`src/rtl/ch_queue_arbiter_pkg.sv`:
```
// Shared types and helpers for the ch_queue arbiter family.
package ch_queue_arbiter_pkg;

  localparam int unsigned CHQ_DATA_W = 4;

  typedef enum logic {
    ST_IDLE  = 1'b0,
    ST_BURST = 1'b1
  } arb_state_e;

  // Index of the off-th candidate when the search starts at base.
  function automatic int unsigned rr_index(input int unsigned base,
                                           input int unsigned off,
                                           input int unsigned n);
    return (base + off) % n;
  endfunction

endpackage

```
`src/rtl/ch_queue_arbiter_rr_picker.sv`:
```
// Combinational round-robin picker: first valid requester at or after ptr.
module ch_rr_picker
  import ch_queue_arbiter_pkg::*;
#(
  parameter int unsigned NUM_REQ = 4,
  parameter int unsigned IDX_W   = 2
) (
  input  logic [NUM_REQ-1:0] valid_i,
  input  logic [IDX_W-1:0]   ptr_i,
  output logic [NUM_REQ-1:0] grant_o,
  output logic [IDX_W-1:0]   idx_o,
  output logic               any_o
);

  logic [IDX_W-1:0] k;

  always_comb begin
    grant_o = '0;
    idx_o   = '0;
    any_o   = 1'b0;
    k       = '0;
    for (int unsigned i = 0; i < NUM_REQ; i++) begin
      k = IDX_W'(rr_index(32'(ptr_i), i, NUM_REQ));
      if (!any_o && valid_i[k]) begin
        any_o      = 1'b1;
        idx_o      = k;
        grant_o[k] = 1'b1;
      end
    end
  end

endmodule

```
`src/rtl/ch_queue_arbiter.sv`:
```
// Round-robin arbiter with burst locking feeding one ch_queue enqueue port
// through a single registered output stage.
module ch_queue_arbiter
  import ch_queue_arbiter_pkg::*;
#(
  parameter int unsigned NUM_REQ = 4,
  parameter int unsigned DATA_W  = CHQ_DATA_W,
  parameter int unsigned IDX_W   = 2,
  parameter int unsigned BURST   = 2
) (
  input  logic                      clk,
  input  logic                      reset,
  input  logic [NUM_REQ-1:0]        io_req_valid,
  input  logic [NUM_REQ*DATA_W-1:0] io_req_data,
  output logic [NUM_REQ-1:0]        io_req_ready,
  output logic                      io_enq_valid,
  output logic [DATA_W-1:0]         io_enq_data,
  output logic [IDX_W-1:0]          io_enq_src,
  input  logic                      io_enq_ready,
  output logic                      io_busy
);

  localparam int unsigned CNT_W = $clog2(BURST + 1);

  arb_state_e       state_q, state_d;
  logic [IDX_W-1:0] ptr_q, ptr_d;
  logic [IDX_W-1:0] owner_q, owner_d;
  logic [CNT_W-1:0] cnt_q, cnt_d;
  logic             vld_q, vld_d;
  logic [DATA_W-1:0] data_q, data_d;
  logic [IDX_W-1:0] src_q, src_d;

  logic [NUM_REQ-1:0] grant;
  logic [IDX_W-1:0]   win;
  logic               any;
  logic               load;
  logic               accept;
  logic [CNT_W-1:0]   cnt_n;
  logic [DATA_W-1:0]  win_data;

  ch_rr_picker #(
    .NUM_REQ(NUM_REQ),
    .IDX_W  (IDX_W)
  ) u_picker (
    .valid_i(io_req_valid),
    .ptr_i  (ptr_q),
    .grant_o(grant),
    .idx_o  (win),
    .any_o  (any)
  );

  assign load   = !vld_q | io_enq_ready;
  assign accept = any & load;

  // Reset gating keeps ready low while reset is held, independent of the clock.
  assign io_req_ready = (load & reset) ? grant : '0;

  always_comb begin
    win_data = '0;
    for (int unsigned i = 0; i < NUM_REQ; i++) begin
      if (grant[i]) win_data = io_req_data[i*DATA_W +: DATA_W];
    end
  end

  always_comb begin
    state_d = state_q;
    ptr_d   = ptr_q;
    owner_d = owner_q;
    cnt_d   = cnt_q;
    vld_d   = vld_q;
    data_d  = data_q;
    src_d   = src_q;
    cnt_n   = (state_q == ST_BURST && win == owner_q) ? cnt_q + 1'b1 : CNT_W'(1);
    if (accept) begin
      vld_d   = 1'b1;
      data_d  = win_data;
      src_d   = win;
      owner_d = win;
      if (cnt_n < CNT_W'(BURST)) begin
        ptr_d   = win;
        state_d = ST_BURST;
        cnt_d   = cnt_n;
      end else begin
        ptr_d   = win + 1'b1;
        state_d = ST_IDLE;
        cnt_d   = '0;
      end
    end else if (io_enq_ready) begin
      vld_d = 1'b0;
    end
  end

  always_ff @(posedge clk or negedge reset) begin
    if (!reset) begin
      state_q <= ST_IDLE;
      ptr_q   <= '0;
      owner_q <= '0;
      cnt_q   <= '0;
      vld_q   <= 1'b0;
      data_q  <= '0;
      src_q   <= '0;
    end else begin
      state_q <= state_d;
      ptr_q   <= ptr_d;
      owner_q <= owner_d;
      cnt_q   <= cnt_d;
      vld_q   <= vld_d;
      data_q  <= data_d;
      src_q   <= src_d;
    end
  end

  assign io_enq_valid = vld_q;
  assign io_enq_data  = data_q;
  assign io_enq_src   = src_q;
  assign io_busy      = (state_q == ST_BURST);

endmodule

```
`config.mk`:
```
export PLATFORM = sky130hd
export DESIGN_NAME = ch_queue_arbiter
export DESIGN_NICKNAME = d
export VERILOG_FILES = /design/src/rtl/ch_queue_arbiter_pkg.sv /design/src/rtl/ch_queue_arbiter_rr_picker.sv /design/src/rtl/ch_queue_arbiter.sv
export SDC_FILE = /design/constraint.sdc
export NUM_CORES = 1
export LEC_CHECK = 0
export ABC_AREA = 1
export CAP_MARGIN = 10
export CORE_ASPECT_RATIO = 1.4
export CORE_MARGIN = 5
export CORE_UTILIZATION = 47
export DETAILED_ROUTE_END_ITERATION = 12
export GPL_TIMING_DRIVEN = 1
export PLACE_DENSITY = 0.85
export RECOVER_POWER = 100
export REMOVE_ABC_BUFFERS = 1
export SLEW_MARGIN = 10
export SYNTH_ARGS = -nofsm -noshare
export SYNTH_HDL_FRONTEND = slang
export SYNTH_SLANG_ARGS = --single-unit
```
`constraint.sdc`:
```
create_clock -name clk -period 3.2 [get_ports clk]
set_input_delay 0.96 -clock clk [delete_from_list [all_inputs] [get_ports clk]]
set_output_delay 0.96 -clock clk [all_outputs]
set_load 0.1 [all_outputs]
```
==> metrics.txt <==
outcome=complete, but fails checks; failing checks=negative setup slack; Initial DRC Count=55; Post-synth top flop=dfrtp_1; Critical Path AT=2.28 ns; cell count after synthesis=190; final setup vio count=4; Yosys Warn Count=0; CP Class=input pin to primary output; First-pass DRT Iterations=4; H-tree Lvls=1; WL met3=281 um; first-pass GRT wire length=5440 um; Filler cells=195; FF+latch count, synth=11; gr ovfl total=0; clock period minus worst slack=3.24 ns; Setup crit end kind=primary output; CTS Buffer Depth=2; total number of vias=1489; Clock Root Buffer=clkbuf_4; slew of the pin with the lowest slew margin=1.20 ns; maximum fanout along the worst path=4; Tot GR Track Use=19.0%; PortBufs=34; Final period util=101%; die height=69.5 um; number of global-route vias before repair=1249; final instance area=1870 um^2; CTS clk-pin slew, worst paths=0.06 ns; overall die width=52.5 um; Slew Limit Fails=0; pin count of the biggest net entering global routing=12; Synth top area share=25.3%; clock sinks=11; # hold bufs at CTS=0; Multi-input gate area=886 um^2; Cells after DPL=274; final non-filler cell total=287; met1 WL=1420 um; synthesized area per cell=6.25 um^2; post-route setup slack=-0.0354 ns; Mapped Area=1190 um^2; Final GP Congestion=0.800; Async S/R FF share, synth=100%; initial antenna violation count=0; area leader, netlist=nand2_1; final wirelength=4060 um; uppermost layer routed=met4; io pins=35; Area Overhead vs Synth=57.1%; Rows=21; Reg area=275 um^2; CP required=2.24 ns; Final HPWL DP=2670 um; Critical Path Start Type=input pin; Slew headroom=20.3%; number of synthesized flops with an enable pin=0; skew final=0.00461 ns; final core occ=77.2%; Initial Util=49.1%; DRC viols=0; slack of the worst reg-to-reg path=0.62 ns; Setup WS pre-CTS=-0.378 ns; placed cell area=1710 um^2; Hold Path Class=flip-flop to flip-flop; Detail Route Antenna Nets=0; top cells by area, synth=nand2_1 25%, dfrtp_1 23%, inv_1 8.2%; max_cap viols=0; layout cell share with drive strength beyond 1=31.6%; routed wl met2=2210 um; top post-synthesis cells by count=80 x nand2_1, 26 x inv_1, 14 x a21oi_1; CTS tree=done; final antenna diode count=0; Avg WL per Cell=14.2 um; vias per cell=5.19; post-synthesis cell type count=26; count leader, synth=nand2_1; final hold violation count=0; die area=3650 um^2; Inserted Clock Buffers=3; sequential cell area fraction in the yosys report=23.2%; fmax=309 MHz; Layout Nets=284; total core area=2420 um^2; worst skew pair latency=0.27 ns
## what timing repair did
item                                    4_1_cts  5_1_grt
endpoints found under the setup margin        4        4
resized for setup                            28       21
buffers inserted                              5        4
gates cloned                                  0        0
pin swaps                                    11       15
## layer usage
metal	GRT usage, %	up-vias
met1	21.0	683
met4	5.97	0
met5	0	-
met2	35.6	65
met3	2.37	22
li1	-	719
## final cells by class
class | count | share of cell area [%]
Clock buffer | 4 | 1.41
Inverter | 32 | 6.98
Multi-Input combinational cell | 145 | 47.5
Sequential cell | 11 | 14.8
Tap cell | 34 | 2.28
Timing Repair Buffer | 61 | 27.1
## state kept, by name, summed over array words and instances, names as in the netlist
name / cells
ptr_q: 2
io_enq_data: 4
io_busy: 1
io_enq_valid: 1
cnt_q: 1
io_enq_src: 2
## metrics by stage
stage	TNS (ns)	hold WS, ns
after floorplan	-0.590	0.449
after global placement	-1.22	0.462
after detailed placement	-1.42	0.465
after CTS	0	0.483
after global routing	-0.282	0.514
final	-0.0970	0.482
## cell families (layout without fill, tap and decap cells)
family	after synthesis	in the layout	share of synthesized area, %
compound gates	23	23	11.8
simple gates	115	115	45.7
buf+inv	34	97	11.9
flops	11	11	23.2
fa+ha+maj	7	7	7.38
## placed cells by master, fill, tap and decap left out, drive strengths merged, types with 2 or more instances in the layout
cell and count:
dfrtp 11, nand3 15, a21oi 14, clkbuf 15
nor2 5, nand2 89, a22oi 2, inv 31
o21ai 2, a31oi 2, clkdlybuf4s50 17, ha 7
nand4 5, buf 32
## worst max-delay path: stages
cell	delay, ns
dlygate4sd3_1	0.56
a21boi_0	0.25
buf_4	0.18
nand2_1	0.07
inv_2	0.08
buf_12	0.17
## worst paths after layout
path / end / from / depth (start not counted)
max in group asynchronous: io_enq_data[0] / reset / 2
hold / removal: io_enq_data[1] / io_enq_data[1] / 2
setup / recovery: io_req_ready[0] / reset / 6
min in group asynchronous: ptr_q[1] / reset / 2
hold reg to reg: io_enq_data[1] / io_enq_data[1] / 2
setup reg to reg: io_enq_data[0] / ptr_q[0] / 16
Power is left out: the tool's default activity adds up to more than one toggle a clock period on the data nets, which glitch-free logic cannot reach.
